File: src/rtl/alu_pkg.sv
// alu_pkg: opcode constants, instruction field positions and FSM state type for the ALU issue controller.
package alu_pkg;
  localparam logic [2:0] OP_ADD = 3'd0;
  localparam logic [2:0] OP_SUB = 3'd1;
  localparam logic [2:0] OP_AND = 3'd2;
  localparam logic [2:0] OP_OR  = 3'd3;
  localparam logic [2:0] OP_XOR = 3'd4;
  localparam logic [2:0] OP_PAS = 3'd5;
  localparam logic [2:0] OP_BEQ = 3'd6;
  localparam logic [2:0] OP_BNE = 3'd7;
  localparam int OP_MSB  = 15;
  localparam int OP_LSB  = 13;
  localparam int RD_MSB  = 12;
  localparam int RD_LSB  = 11;
  localparam int RS1_MSB = 10;
  localparam int RS1_LSB = 9;
  localparam int RS2_MSB = 8;
  localparam int RS2_LSB = 7;
  localparam int OFF_MSB = 6;
  localparam int OFF_LSB = 0;
  typedef enum logic [1:0] {ST_IDLE, ST_ISSUE, ST_WB} state_t;
  function automatic logic is_branch(input logic [2:0] op);
    return op[2] & op[1];
  endfunction
endpackage

File: src/rtl/alu_regfile.sv
// alu_regfile: 4x8 register file with two async read ports, a debug read port and one sync write port.
module alu_regfile (
  input  logic       clk,
  input  logic       rst_n,
  input  logic       i_we,
  input  logic [1:0] i_waddr,
  input  logic [7:0] i_wdata,
  input  logic [1:0] i_raddr_a,
  input  logic [1:0] i_raddr_b,
  input  logic [1:0] i_dbg_addr,
  output logic [7:0] o_rdata_a,
  output logic [7:0] o_rdata_b,
  output logic [7:0] o_dbg_data
);
  logic [7:0] r_mem [4];
  always_ff @(posedge clk or negedge rst_n) begin
    if (!rst_n) begin
      for (int i = 0; i < 4; i++) r_mem[i] <= '0;
    end else if (i_we) begin
      r_mem[i_waddr] <= i_wdata;
    end
  end
  assign o_rdata_a  = r_mem[i_raddr_a];
  assign o_rdata_b  = r_mem[i_raddr_b];
  assign o_dbg_data = r_mem[i_dbg_addr];
endmodule

File: src/rtl/alu_issue_ctrl.sv
// alu_issue_ctrl: three-phase (accept, issue, write-back) controller driving an external ALU
// from a small register file, with branch-capable program counter and sticky add overflow.
module alu_issue_ctrl
  import alu_pkg::*;
#(
  parameter int PC_W = 8
) (
  input  logic            clk,
  input  logic            rst_n,
  input  logic            instr_valid,
  output logic            instr_ready,
  input  logic [15:0]     instr_data,
  output logic [7:0]      alu_a,
  output logic [7:0]      alu_b,
  output logic [2:0]      alu_sel,
  input  logic [7:0]      alu_f,
  input  logic            alu_ovf,
  input  logic            alu_take_branch,
  input  logic            init_we,
  input  logic [1:0]      init_addr,
  input  logic [7:0]      init_data,
  input  logic [1:0]      dbg_addr,
  output logic [7:0]      dbg_data,
  output logic [PC_W-1:0] pc,
  output logic            ovf_sticky,
  output logic            busy
);
  state_t          r_state;
  logic [15:0]     r_instr;
  logic [7:0]      r_f;
  logic            r_ovf;
  logic            r_take;
  logic [PC_W-1:0] r_pc;
  logic            r_sticky;
  logic [2:0]      w_op;
  logic [1:0]      w_rd;
  logic [1:0]      w_rs1;
  logic [1:0]      w_rs2;
  logic [6:0]      w_off;
  logic [7:0]      w_rd_a;
  logic [7:0]      w_rd_b;
  logic            w_we;
  logic [1:0]      w_waddr;
  logic [7:0]      w_wdata;
  logic            w_issue;
  logic [PC_W-1:0] w_pc_step;
  assign w_op    = r_instr[OP_MSB:OP_LSB];
  assign w_rd    = r_instr[RD_MSB:RD_LSB];
  assign w_rs1   = r_instr[RS1_MSB:RS1_LSB];
  assign w_rs2   = r_instr[RS2_MSB:RS2_LSB];
  assign w_off   = r_instr[OFF_MSB:OFF_LSB];
  assign w_issue = r_state == ST_ISSUE;
  assign instr_ready = (r_state == ST_IDLE) & ~init_we;
  assign busy        = r_state != ST_IDLE;
  assign pc          = r_pc;
  assign ovf_sticky  = r_sticky;
  assign alu_a   = w_issue ? w_rd_a : '0;
  assign alu_b   = w_issue ? w_rd_b : '0;
  assign alu_sel = w_issue ? w_op : '0;
  // Single write port: preload owns it in IDLE, result write-back owns it in WB.
  assign w_we    = (r_state == ST_IDLE) ? init_we : (r_state == ST_WB) & ~is_branch(w_op);
  assign w_waddr = (r_state == ST_IDLE) ? init_addr : w_rd;
  assign w_wdata = (r_state == ST_IDLE) ? init_data : r_f;
  assign w_pc_step = (is_branch(w_op) & r_take) ? {{(PC_W-7){w_off[6]}}, w_off} : PC_W'(1);
  alu_regfile u_regfile (
    .clk        (clk),
    .rst_n      (rst_n),
    .i_we       (w_we),
    .i_waddr    (w_waddr),
    .i_wdata    (w_wdata),
    .i_raddr_a  (w_rs1),
    .i_raddr_b  (w_rs2),
    .i_dbg_addr (dbg_addr),
    .o_rdata_a  (w_rd_a),
    .o_rdata_b  (w_rd_b),
    .o_dbg_data (dbg_data)
  );
  always_ff @(posedge clk or negedge rst_n) begin
    if (!rst_n) begin
      r_state  <= ST_IDLE;
      r_instr  <= '0;
      r_f      <= '0;
      r_ovf    <= 1'b0;
      r_take   <= 1'b0;
      r_pc     <= '0;
      r_sticky <= 1'b0;
    end else begin
      case (r_state)
        ST_IDLE: begin
          if (instr_valid & instr_ready) begin
            r_instr <= instr_data;
            r_state <= ST_ISSUE;
          end
        end
        ST_ISSUE: begin
          r_f     <= alu_f;
          r_ovf   <= alu_ovf;
          r_take  <= alu_take_branch;
          r_state <= ST_WB;
        end
        ST_WB: begin
          r_pc    <= r_pc + w_pc_step;
          if ((w_op == OP_ADD) & r_ovf) r_sticky <= 1'b1;
          r_state <= ST_IDLE;
        end
        default: r_state <= ST_IDLE;
      endcase
    end
  end
endmodule
File: config.mk
export PLATFORM = sky130hd
export DESIGN_NAME = alu_issue_ctrl
export DESIGN_NICKNAME = d
export VERILOG_FILES = /design/src/rtl/alu_pkg.sv /design/src/rtl/alu_regfile.sv /design/src/rtl/alu_issue_ctrl.sv
export SDC_FILE = /design/constraint.sdc
export NUM_CORES = 1
export LEC_CHECK = 0
export CAP_MARGIN = 20
export CELL_PAD_IN_SITES_DETAIL_PLACEMENT = 0
export CELL_PAD_IN_SITES_GLOBAL_PLACEMENT = 1
export CORE_MARGIN = 2
export CORE_UTILIZATION = 35
export DETAILED_ROUTE_END_ITERATION = 10
export GPL_TIMING_DRIVEN = 0
export PLACE_DENSITY_LB_ADDON = 0.25
export RECOVER_POWER = 50
export SETUP_SLACK_MARGIN = 0.2
export SYNTH_ARGS = -nofsm -noshare
export SYNTH_HDL_FRONTEND = slang
export SYNTH_SLANG_ARGS = --single-unit
File: constraint.sdc
create_clock -name clk -period 7.05 [get_ports clk]
set_clock_uncertainty 0.15 [all_clocks]
set_input_delay 1.41 -clock clk [delete_from_list [all_inputs] [get_ports clk]]
set_output_delay 1.41 -clock clk [all_outputs]
set_load 0.005 [all_outputs]
==> metrics.md <==
| Metric | Value |
|---|---|
| Combinational Power Share | ~38% |
| Setup crit end kind | asynchronous set/reset pin |
| Largest area contributor in the netlist | dfrtp_1 |
| Syn Area/Cell | around 12 sq um |
| Count of cell types in the netlist | a little over 40 |
| IO buf count | 77 |
| Largest net degree at the start of global routing | 70 |
| Final Hold Vio Count | 0 |
| Switching Fraction | around 32% |
| Cell depth of the worst setup path | 1 |
| Minimum clock period | 4570 ps |
| Die area | 11600 sq um |
| Pwr Density | 317 nW/um^2 |
| Total of max-cap violations | 1 |
| NetSw | between 0.4 and 0.5 mW |
| Final WS setup | between 2000 and 2500 ps |
| Post-route ant nets | 0 |
| GRT Total Usage | 17.3% |
| Post-CTS setup buffer count | 0 |
| Mapped Area | roughly 3800 sq um |
| Seq cells post-synth | 69 |
| Drt wl/cell | approximately 17 um |
| Primary FF master, synth | dfrtp_1 |
| Yosys warns | 0 |
| Overall die width | around 110 um |
| Fmax | 0.219 GHz |
| Core box area | slightly above 10000 sq um |
| # rows | 37 |
| Sequential element share of the synthesized area | around 46% |
| Failing checks | capacitance limit, slew limit |
| Post_cts resized | 0 |
| Number of synthesized flops with an enable pin | 0 |
| Max incr delay on CP | 2570 ps |
| Worst-skew pair later-pin latency | between 300 and 400 ps |
| Critical path data arrival time | 4030 ps |
| Crit-path max FO | between 60 and 70 |
| Slew headroom | -148% |
| Most numerous cell in the Yosys netlist | dfrtp_1 |
| Setup_tns | 0 ps |
| CTS clock-pin slew for the worst setup and hold paths | roughly 70 ps |
| Status | complete, but fails checks |
| Slew @ Worst Pin | 3720 ps |
| H-tree levels | 3 |
| FF-to-FF path depth | 10 |
| Global-route wire length before repair | between 15000 and 20000 um |
| Top cell family by delay on the critical path | buffers and inverters |
| Vias/cell | 5.09 |
| Total CTS buffers | 9 |
| Clock power share | slightly above 20% |
| Vias in the first global route | 2881 |
| Slowest CP cell | clkbuf_1 |
| Unrepaired setup endpoints after global routing | no |
| Buf/Inv on CP | 1 |
| Boundary Pins | 80 |
| Antenna Cells | 0 |
| Req. time, crit path | 6510 ps |
| Initial DRT Pass Iterations | 5 |
| Layout Area Growth over Synthesis | 29.7% |
| Maximum VDD drop | between 0.1 and 0.15 mV |
| Nets@finish | around 460 |
| Worst reg2reg startpoint | r_instr[15]$_DFFE_PN0P_ |
| Number of remaining DRC errors | 0 |
| Cts hold-fix bufs | 0 |
| Yosys top cell area share | between 40% and 50% |
| CTS sink count | 69 |
| CTS root buf | clkbuf_8 |
| Die height | ~110 um |
| Hold WC Path Type | reg -> reg |
| Post-DP HPWL | between 6000 and 7000 um |
| Gpl congestion | around 0.8 |
| Top post-synthesis cells by area | dfrtp_1 (46%), mux4_2 (14%), mux2_2 (8.1%) |
| WS Path Type | in -> async |
| Internal power | ~1.1 mW |
| Worst Hold Path Cells | 1 |
| Crit path cell chain | clkbuf_1 |
| Leakage | 2.02 nW |
| CTS tree | done |
| Detailed Route WL | 9290 um |
| Initial antenna violation count | 0 |
| Hold_sp | ovf_sticky$_DFFE_PN0P_ |
| GR Overflow Total | 0 |
| Fin. max-slew vios | 70 |
| Vias | approximately 2800 |
| CTS max path bufs | 2 |
| Worst slack, placed | 2740 ps |
| Syn Nets | between 300 and 400 |
| Final period utilization | between 60 and 70% |
| Synth top cells by count | dfrtp_1 (69), mux2_2 (27), and2_1 (24), mux4_2 (24), nand2_1 (24) |
| Iteration-0 DRC Markers | 76 |
| Ys async rst share | 100% |
| Synth Instances | around 320 |
| CP startpoint | rst_n |
| Share of layout cells above drive strength 1 | between 10% and 20% |
| Seq pwr share | between 40 and 50% |
| Worst Setup Start Kind | primary input |
| Setup Viol. Count Final | 0 |
| Initial cell density of the core | a little over a third |
==> sequential cells by signal, indices dropped and copies added (netlist names) <==
register         flops
r_state              2
r_instr             16
pc                   8
ovf_sticky           1
u_regfile.r_mem     32
r_take               1
r_ovf                1
r_f                  8
==> stage by stage <==
stage	utilization, %	std cells	total power [mW]	instance area [sq um]	hold WS, ps
final	47.0	548	1.55	4870	327
after global routing	47.0	548	1.66	4870	343
after CTS	47.1	548	1.57	4890	335
after detailed placement	45.3	532	1.24	4700	317
after global placement	45.3	532	1.22	4700	312
after floorplan	-	319	0.994	3760	318
==> cells by family (layout without fill, tap and decap cells) <==
| logic type | after synthesis | after routing | synth area share, % |
|---|---|---|---|
| and+or+nand+nor | 91 | 91 | 12.2 |
| DFF | 69 | 69 | 45.9 |
| muxes | 60 | 60 | 24.9 |
| AOI/OAI and AO/OA | 63 | 63 | 10.2 |
| buffers and inverters | 25 | 118 | 3.23 |
| xor gates and xnor gates | 3 | 3 | 0.699 |
| adders and majority gates | 8 | 8 | 2.86 |
==> power groups by stage <==
stage / Combinational (mW) / Sequential (mW) / Clock (mW)
finish: 0.586 / 0.642 / 0.318
global placement: 0.584 / 0.639 / 0
CTS: 0.597 / 0.642 / 0.330
floorplan: 0.376 / 0.617 / 0
detailed placement: 0.594 / 0.650 / 0
global route: 0.648 / 0.666 / 0.348
==> routing by layer <==
| layer | vias to the layer above | GRT usage (%) | share of wire, % |
|---|---|---|---|
| li1 | 1335 | - | - |
| met1 | 1388 | 22.9 | 45 |
| met2 | 53 | 28.3 | 50 |
| met3 | 13 | 3.63 | 4.1 |
| met4 | 0 | 6.14 | 1.8 |
| met5 | - | 0 | 0 |
==> final timing paths <==
check,to,slack (ps)
max in group clk,dbg_data[2],2740
max reg2reg,pc[7]$_DFFE_PN0P_,4400
min,ovf_sticky$_DFFE_PN0P_,330
max,u_regfile.r_mem[11]$_DFFE_PN0P_,2480
min in group asynchronous,pc[3]$_DFFE_PN0P_,2180
min reg2reg,ovf_sticky$_DFFE_PN0P_,330
==> layout make-up <==
cell class	count	area [sq um]
sequential	69	1730
multi-input combinational	225	1910
tap	136	170
buffer	19	87.6
clock inverter	6	63.8
timing repair buffer	77	764
clock buffer	10	128
inverter	6	22.5
fill	1001	5500
==> placed cells by master (no fill, tap or decap), drive strengths merged, types with 3 or more instances in the layout <==
cell	n
clkdlybuf4s50	66
a21oi	19
buf	8
nand3	3
inv	6
and2	24
dfrtp	69
dlygate4sd3	10
o21ai	25
clkbuf	22
nand2	24
o21a	4
mux2i	9
mux2	27
nor2	21
a21o	3
xor2	3
nor3	4
clkinv	3
mux4	24
ha	7
nor3b	4
nor2b	4
Note: power is estimated with default switching activity, not from simulation.
